$ cat config.mk
export PLATFORM = sky130hd
export DESIGN_NAME = round_sequencer
export DESIGN_NICKNAME = d
export VERILOG_FILES = /design/src/rtl/reaction_pkg.sv /design/src/rtl/tick_gen.sv /design/src/rtl/round_sequencer.sv
export SDC_FILE = /design/constraint.sdc
export NUM_CORES = 1
export LEC_CHECK = 0
export BUFFER_PORTS_ARGS = -buffer_cell sky130_fd_sc_hd__buf_2
export CAP_MARGIN = 40
export CORE_AREA = 2 2 112 114
export CTS_BUF_LIST = sky130_fd_sc_hd__clkbuf_16
export CTS_CLUSTER_SIZE = 14
export DETAILED_ROUTE_END_ITERATION = 10
export DIE_AREA = 0 0 114 116
export GPL_TIMING_DRIVEN = 0
export PLACE_DENSITY = 0.48
export REMOVE_ABC_BUFFERS = 1
export SLEW_MARGIN = 10
export SYNTH_ARGS = -nofsm -noshare
export SYNTH_HDL_FRONTEND = slang
export SYNTH_SLANG_ARGS = --single-unit
$ cat constraint.sdc
create_clock -name clk -period 3.8 [get_ports clk]
set_clock_uncertainty 0.05 [all_clocks]
set_input_delay 0.38 -clock clk [delete_from_list [all_inputs] [get_ports clk]]
set_output_delay 0.38 -clock clk [all_outputs]
set_load 0.02 [all_outputs]
$ cat src/rtl/reaction_pkg.sv
// -----------------------------------------------------------------------------
// reaction_pkg
// Shared definitions for the reaction game: round controller state encoding,
// winner codes exchanged with the score tracker, and the hold-off LFSR
// constants and step function.
// -----------------------------------------------------------------------------
package reaction_pkg;

   typedef enum logic [2:0] {
      ST_IDLE,
      ST_ARM,
      ST_COUNTDOWN,
      ST_DELAY,
      ST_REACT,
      ST_RESULT,
      ST_MATCH_END
   } state_e;

   localparam logic [1:0] WIN_NONE = 2'b00;
   localparam logic [1:0] WIN_P1   = 2'b01;
   localparam logic [1:0] WIN_P2   = 2'b10;

   // 16-bit Fibonacci LFSR, taps 16,14,13,11 (bits 15,13,12,10).
   localparam logic [15:0] LFSR_SEED = 16'hACE1;
   localparam logic [15:0] LFSR_TAPS = 16'hB400;

   function automatic logic [15:0] lfsr_next(input logic [15:0] cur);
      return {cur[14:0], ^(cur & LFSR_TAPS)};
   endfunction

endpackage

$ cat src/rtl/tick_gen.sv
// -----------------------------------------------------------------------------
// tick_gen
// Prescaler producing a one-cycle tick every TICK_CYCLES clocks. A restart
// pulse zeroes the count so the first tick lands TICK_CYCLES cycles later.
// Ports:
//   clk, rst_n  clock, asynchronous active-low reset
//   restart     clear the prescaler (asserted on every state entry)
//   tick        one-cycle strobe
// -----------------------------------------------------------------------------
module tick_gen #(
   parameter int unsigned TICK_CYCLES = 100000000
) (
   input  logic clk,
   input  logic rst_n,
   input  logic restart,
   output logic tick
);

   localparam int unsigned CW = (TICK_CYCLES > 1) ? $clog2(TICK_CYCLES) : 1;
   localparam logic [CW-1:0] LAST = CW'(TICK_CYCLES - 1);

   logic [CW-1:0] cnt_q, cnt_d;

   // tick is not gated by restart: the tick itself is what causes the state
   // change that raises restart in the same cycle.
   assign tick = (cnt_q == LAST);

   always_comb begin
      if (restart || tick) cnt_d = '0;
      else                 cnt_d = cnt_q + 1'b1;
   end

   always_ff @(posedge clk or negedge rst_n) begin
      if (!rst_n) cnt_q <= '0;
      else        cnt_q <= cnt_d;
   end

endmodule

$ cat src/rtl/round_sequencer.sv
// -----------------------------------------------------------------------------
// round_sequencer
// Round controller for the two-player reaction game: countdown, random
// hold-off, react window, result hold; counts round wins and ends the match
// at WIN_SCORE.
// Ports:
//   clk, rst_n             clock, asynchronous active-low reset
//   start_btn              single-cycle start / acknowledge pulse
//   switchP1, switchP2     player switches (both must be low to arm)
//   round_over, jump_start, winner   results from the score tracker
//   countdown_in_action, countdown_digit   countdown display
//   round_in_action        high in DELAY and REACT
//   delay_done, go_led     high in REACT
//   p1_wins, p2_wins       round wins this match
//   match_over, match_winner   match result
// All outputs are registered from the next-state decode.
// -----------------------------------------------------------------------------
module round_sequencer
   import reaction_pkg::*;
#(
   parameter int unsigned TICK_CYCLES   = 100000000,
   parameter int unsigned COUNT_FROM    = 3,
   parameter int unsigned DELAY_MIN     = 1,
   parameter int unsigned DELAY_MASK    = 3,
   parameter int unsigned REACT_TIMEOUT = 5,
   parameter int unsigned HOLD_TICKS    = 2,
   parameter int unsigned WIN_SCORE     = 5
) (
   input  logic       clk,
   input  logic       rst_n,
   input  logic       start_btn,
   input  logic       switchP1,
   input  logic       switchP2,
   input  logic       round_over,
   input  logic       jump_start,
   input  logic [1:0] winner,
   output logic       countdown_in_action,
   output logic [3:0] countdown_digit,
   output logic       round_in_action,
   output logic       delay_done,
   output logic       go_led,
   output logic [3:0] p1_wins,
   output logic [3:0] p2_wins,
   output logic       match_over,
   output logic [1:0] match_winner
);

   localparam logic [3:0] WIN_MAX    = 4'(WIN_SCORE);
   localparam logic [7:0] REACT_LAST = 8'(REACT_TIMEOUT - 1);
   localparam logic [7:0] HOLD_LAST  = 8'(HOLD_TICKS - 1);

   state_e      state_q, state_d;
   logic        tick, state_entry, delay_expired;
   logic [15:0] lfsr_q;
   logic [7:0]  ticks_q, ticks_d;        // ticks seen since entering this state
   logic [8:0]  ticks_inc;
   logic [7:0]  delay_len_q, delay_len_d;
   logic [3:0]  digit_q, digit_d;
   logic [3:0]  p1_q, p1_d, p2_q, p2_d;
   logic        cd_q, cd_d, ria_q, ria_d, dd_q, dd_d, mo_q, mo_d;
   logic [1:0]  mw_q, mw_d;

   // The tracker already folds jump_start into winner for a false start.
   logic unused_inputs;
   assign unused_inputs = jump_start;

   assign state_entry   = (state_d != state_q);
   assign ticks_inc     = {1'b0, ticks_q} + 9'd1;
   assign delay_expired = tick && (ticks_inc >= {1'b0, delay_len_q});

   tick_gen #(.TICK_CYCLES(TICK_CYCLES)) u_tick_gen (
      .clk     (clk),
      .rst_n   (rst_n),
      .restart (state_entry),
      .tick    (tick)
   );

   // NOTE: sequential state uses non-blocking (<=) so every flop samples the
   // pre-edge values; blocking here would create order-dependent races.
   always_ff @(posedge clk or negedge rst_n) begin
      if (!rst_n) state_q <= ST_IDLE;
      else        state_q <= state_d;
   end

   // Free-running; the seed is non-zero so the sequence never locks up.
   always_ff @(posedge clk or negedge rst_n) begin
      if (!rst_n) lfsr_q <= LFSR_SEED;
      else        lfsr_q <= lfsr_next(lfsr_q);
   end

   // NOTE: every combinational output gets a default first so no path leaves
   // it unassigned, which would otherwise infer a latch.
   always_comb begin
      state_d = state_q;
      unique case (state_q)
         ST_IDLE:      if (start_btn) state_d = ST_ARM;
         ST_ARM:       if (!switchP1 && !switchP2) state_d = ST_COUNTDOWN;
         ST_COUNTDOWN: if (tick && digit_q == 4'd1) state_d = ST_DELAY;
         ST_DELAY: begin
            // round_over beats a simultaneous hold-off expiry: false start.
            if (round_over)         state_d = ST_RESULT;
            else if (delay_expired) state_d = ST_REACT;
         end
         ST_REACT: begin
            if (round_over || (tick && ticks_q == REACT_LAST)) state_d = ST_RESULT;
         end
         ST_RESULT: begin
            if (tick && ticks_q == HOLD_LAST)
               state_d = (p1_q == WIN_MAX || p2_q == WIN_MAX) ? ST_MATCH_END : ST_ARM;
         end
         ST_MATCH_END: if (start_btn) state_d = ST_IDLE;
         default:      state_d = ST_IDLE;
      endcase
   end

   always_comb begin
      ticks_d     = ticks_q;
      delay_len_d = delay_len_q;
      digit_d     = 4'd0;
      p1_d        = p1_q;
      p2_d        = p2_q;

      if (state_entry)                    ticks_d = 8'd0;
      else if (tick && ticks_q != 8'hFF)  ticks_d = ticks_q + 8'd1;

      if (state_entry && state_d == ST_DELAY)
         delay_len_d = 8'(DELAY_MIN) + (lfsr_q[7:0] & 8'(DELAY_MASK));

      if (state_d == ST_COUNTDOWN) begin
         if (state_entry) digit_d = 4'(COUNT_FROM);
         else if (tick)   digit_d = digit_q - 4'd1;
         else             digit_d = digit_q;
      end

      // Only a round_over-driven entry credits; a timeout entry does not.
      if (state_d == ST_IDLE) begin
         p1_d = 4'd0;
         p2_d = 4'd0;
      end else if (state_entry && state_d == ST_RESULT && round_over) begin
         if (winner == WIN_P1 && p1_q < WIN_MAX) p1_d = p1_q + 4'd1;
         if (winner == WIN_P2 && p2_q < WIN_MAX) p2_d = p2_q + 4'd1;
      end

      cd_d  = (state_d == ST_COUNTDOWN);
      ria_d = (state_d == ST_DELAY) || (state_d == ST_REACT);
      dd_d  = (state_d == ST_REACT);
      mo_d  = (state_d == ST_MATCH_END);
      mw_d  = WIN_NONE;
      if (state_d == ST_MATCH_END) begin
         if (p1_q == WIN_MAX)      mw_d = WIN_P1;
         else if (p2_q == WIN_MAX) mw_d = WIN_P2;
      end
   end

   always_ff @(posedge clk or negedge rst_n) begin
      if (!rst_n) begin
         ticks_q     <= 8'd0;
         delay_len_q <= 8'd0;
         digit_q     <= 4'd0;
         p1_q        <= 4'd0;
         p2_q        <= 4'd0;
         cd_q        <= 1'b0;
         ria_q       <= 1'b0;
         dd_q        <= 1'b0;
         mo_q        <= 1'b0;
         mw_q        <= WIN_NONE;
      end else begin
         ticks_q     <= ticks_d;
         delay_len_q <= delay_len_d;
         digit_q     <= digit_d;
         p1_q        <= p1_d;
         p2_q        <= p2_d;
         cd_q        <= cd_d;
         ria_q       <= ria_d;
         dd_q        <= dd_d;
         mo_q        <= mo_d;
         mw_q        <= mw_d;
      end
   end

   assign countdown_in_action = cd_q;
   assign countdown_digit     = digit_q;
   assign round_in_action     = ria_q;
   assign delay_done          = dd_q;
   assign go_led              = dd_q;
   assign p1_wins             = p1_q;
   assign p2_wins             = p2_q;
   assign match_over          = mo_q;
   assign match_winner        = mw_q;

endmodule

==> results.tsv <==
stage	metric	value	unit
status	outcome	completed	
global_routing	overall_global_routing_usage	13.1	%
critical_path	max_stage_delay_on_crit_path	0.59	ns
critical_path	cp_data_required_time	3.95	ns
critical_path	worst-setup-path-type	flip-flop to flip-flop	
clock_network	numCtsBuffers	9	
finish	n_fill_cell	1214	
critical_path	critical_path.endpoint_type	flip-flop	
placement	dp.cells	552	
finish	final_design_area_no_fill	0.00450	mm²
hold_path	timing.hold.worst_path_depth	0	
placement	gp_routability_congestion	0.796	
routing	drt_drc_violations_left	0	
timing	timing_max_transition_violations_final	0	
clock_network	cts_root_buf	clkbuf_16	
critical_path	timing.critical_path.arrival	3.74	ns
synthesis	yosysWarnings	0	
global_routing	initial_antenna_violation_count	0	
clock_network	clock_tree.htree_level_count	3	
finish	design.final.nets	442	
timing	fin_crit_sh	94.3	%
critical_path	timing.reg2reg.setup_slack	0.22	ns
floorplanning	design.portCount	28	
synthesis	postSynthAreaPerCell	9.97	µm²
timing	setup-violations-final	0	
critical_path	worstSetupStartpointType	flip-flop	
power	power_leakage	2.03	nW
floorplanning	die_height	116	µm
global_routing	grt_start_max_net_pins	55	
timing	unrepaired_setup_endpoints_after_global_routing	false	
placement	dpl-instance-area	0.00420	mm²
clock_network	ctsLongestPathBuffers	2	
finish	finish.utilization	37.8	%
timing	min_period	3.58	ns
floorplanning	area_of_the_die	0.0132	mm²
synthesis	synth_cells	387	
power	power_density	525	mW/mm²
placement	post_detail_place_hpwl	5440	µm
timing	max-slew-margin-rel	48.6	%
hold_path	holdCritStartpoint	lfsr_q[14]$_DFF_PN0_	
synthesis	synthArstFlopShare	100	%
synthesis	synth_ff_type	dfrtp_1	
routing	route.detailed.wl_per_inst	13.8	µm
synthesis	synth-edff-count	0	
timing	fin_ws	0.216	ns
timing	maxClockFrequency	279	MHz
routing	route.vias.total	2831	
finish	drive_above_1_share	16.4	%
critical_path	worst_path_max_delay_cell	a211oi_2	
floorplanning	floorplan.rows	40	
clock_network	tritoncts	done	
routing	wl	7840	µm
synthesis	synth_seq_cells	75	
hold_path	hold_path_class	flip-flop to flip-flop	
floorplanning	die_width	114	µm
floorplanning	start_util	32.4	%
synthesis	synth_cell_type_count	56	
power	design_power_total	2.36	mW
timing	final-hold-violation-count	0	
critical_path	cells_along_the_critical_path	or4_1 > or4_4 > or4b_4 > a211oi_4 > o21ai_2 > a211oi_2 > nor3_1	
placement	placement.io_buffers	26	
run	cap_viol_max_count	0	
critical_path	crit-reg2reg-capture	p2_wins[2]$_DFFE_PN0P_	
synthesis	seq_area_frac_synth	48.9	%
global_routing	first_pass_grt_wire_length	13500	µm
floorplanning	core_area	0.0119	mm²
placement	place_worst_setup_slack	0.221	ns
clock_network	worstSkewPairLatency	0.35	ns
routing	drt-initial-drc-count	97	
critical_path	worst_path_maximum_fanout	8	
timing	tightestPinTransition	0.767	ns
critical_path	r2r.worst_path.cells	7	
finish	n_antenna_cell	0	
clock_network	cts-resized-gates	0	
critical_path	reg2reg_from	u_tick_gen.cnt_q[9]$_DFF_PN0_	
synthesis	synth_top_area_share	43.5	%
global_routing	number_of_global_route_vias_before_repair	2866	
finish	post_layout_nonfiller_instances	569	
synthesis	synthDominantAreaCellType	dfrtp_1	
clock_network	clock_sinks	75	
clock_network	path_clk_slew	0.07	ns
finish	flow.area_growth_from_synthesis	16.6	%
power	vdd.ir_drop.worst	0.177	mV
synthesis	mappedNetlistArea	0.00386	mm²
hold_path	min_to	lfsr_q[15]$_DFF_PN1_	
global_routing	grt_remaining_overflow	0	
routing	dr.pass1.iters	5	
routing	vias_per_cell	4.98	
synthesis	synthTopCellsByArea	dfrtp_1 (43%), dfstp_2 (5.4%), xor2_1 (5.4%)	
routing	antenna_violating_nets_left	0	
## timing repair
item                                   4_1_cts  5_1_grt
endpoints found under the hold margin       20        0
hold buffers                                 1        0
setup buffers                                0        0
## sequential cells by signal, indices dropped and copies added, names as in the netlist
register	flops
match_winner	2
u_tick_gen.cnt_q	27
round_in_action	1
countdown_digit	4
match_over	1
countdown_in_action	1
ticks_q	8
lfsr_q	16
delay_done	1
state_q	3
p1_wins	4
p2_wins	4
delay_len_q	3
## routing by layer
| metal | vias to the layer above | GRT usage (%) | part of all wire, % |
|---|---|---|---|
| li1 | 1406 | - | - |
| met1 | 1372 | 17.0 | 50 |
| met2 | 40 | 20.4 | 45 |
| met3 | 13 | 2.82 | 3.2 |
| met4 | 0 | 7.15 | 2.4 |
| met5 | - | 0 | 0 |
## synthesized netlist by cell type, types with 7 or more instances
cell       n
a21oi_1   12
and2_1     9
and3_1    11
clkbuf_1  10
dfrtp_1   67
dfstp_2    8
ha_1      16
inv_1     15
nand2_1   28
nand3_1   16
nand4_1    7
nor2_1    52
nor3_1    10
o21ai_0   15
xnor2_1   15
xor2_1    24
## worst max-delay path, delay by kind of cell, from the launching register on
family	cells	cell delay, ns
AO/OA/AOI/OAI	3	1.15
flip-flops	1	0.41
AND/OR/NAND/NOR	4	1.83
## how the worst max path moves through the flow
stage / from / to / cells after the start
floorplan: u_tick_gen.cnt_q[9]$_DFF_PN0_ / p2_wins[2]$_DFFE_PN0P_ / 7
global placement: u_tick_gen.cnt_q[9]$_DFF_PN0_ / p2_wins[2]$_DFFE_PN0P_ / 7
detailed placement: u_tick_gen.cnt_q[9]$_DFF_PN0_ / p2_wins[2]$_DFFE_PN0P_ / 7
CTS: u_tick_gen.cnt_q[9]$_DFF_PN0_ / p2_wins[2]$_DFFE_PN0P_ / 7
global route: u_tick_gen.cnt_q[9]$_DFF_PN0_ / p2_wins[2]$_DFFE_PN0P_ / 7
finish: u_tick_gen.cnt_q[9]$_DFF_PN0_ / p2_wins[2]$_DFFE_PN0P_ / 7
## cells by family (layout without fill, tap and decap cells)
family / count (synthesis) / in the layout / synth area share, %
AOI/OAI and AO/OA: 59 / 59 / 10.5
xor gates and xnor gates: 39 / 39 / 8.85
adders and majority gates: 16 / 16 / 5.19
buffers and inverters: 26 / 61 / 2.63
DFF: 75 / 75 / 48.9
muxes: 3 / 3 / 0.811
and+or+nand+nor: 169 / 169 / 23.2
## layout make-up
class	count	area (µm²)	share of cell area, %
sequential	75	1890	41.9
multi-input combinational	286	1880	41.7
clock buffer	9	225	5.01
timing repair buffer	30	209	4.65
tap	147	184	4.09
clock inverter	7	60.1	1.34
inverter	15	56.3	1.25
## per-stage QoR
stage / hold WS (ns) / setup TNS (ns)
after floorplan: 0.0344 / 0
after global placement: 0.287 / -1.95
after detailed placement: 0.248 / 0
after CTS: 0.304 / 0
after global routing: 0.308 / 0
final: 0.301 / 0
## where the power goes
group,switching [mW],leakage [nW],internal [mW]
combinational,0.391,0.883,0.229
clock,0.370,0.137,0.453
sequential,0.0693,1.01,0.849
## cells in the final DEF (no fill, tap or decap), types with 2 or more instances in the layout
cell	netlist	layout
nor2_1	52	52
clkbuf_16	0	9
mux2i_1	2	2
nand2_1	28	28
nand4_1	7	7
and4_1	3	3
xor2_1	24	24
nor3_2	2	2
nor2b_1	5	5
nand2b_1	4	4
nor3b_1	4	4
buf_2	0	25
a21o_1	3	3
nor3_1	10	10
or2_2	2	2
clkinv_4	0	2
and3_1	11	11
o21ai_0	15	15
dfrtp_1	67	67
ha_1	16	16
and2_1	9	9
a21oi_1	12	12
nand3b_1	3	3
inv_6	0	4
dfstp_2	8	8
buf_16	0	2
a211o_1	4	4
inv_1	15	15
a31oi_1	5	5
nand3_1	16	16
a211oi_1	6	6
or4_1	2	2
xnor2_1	15	15
(Power assumes the default switching activity.)
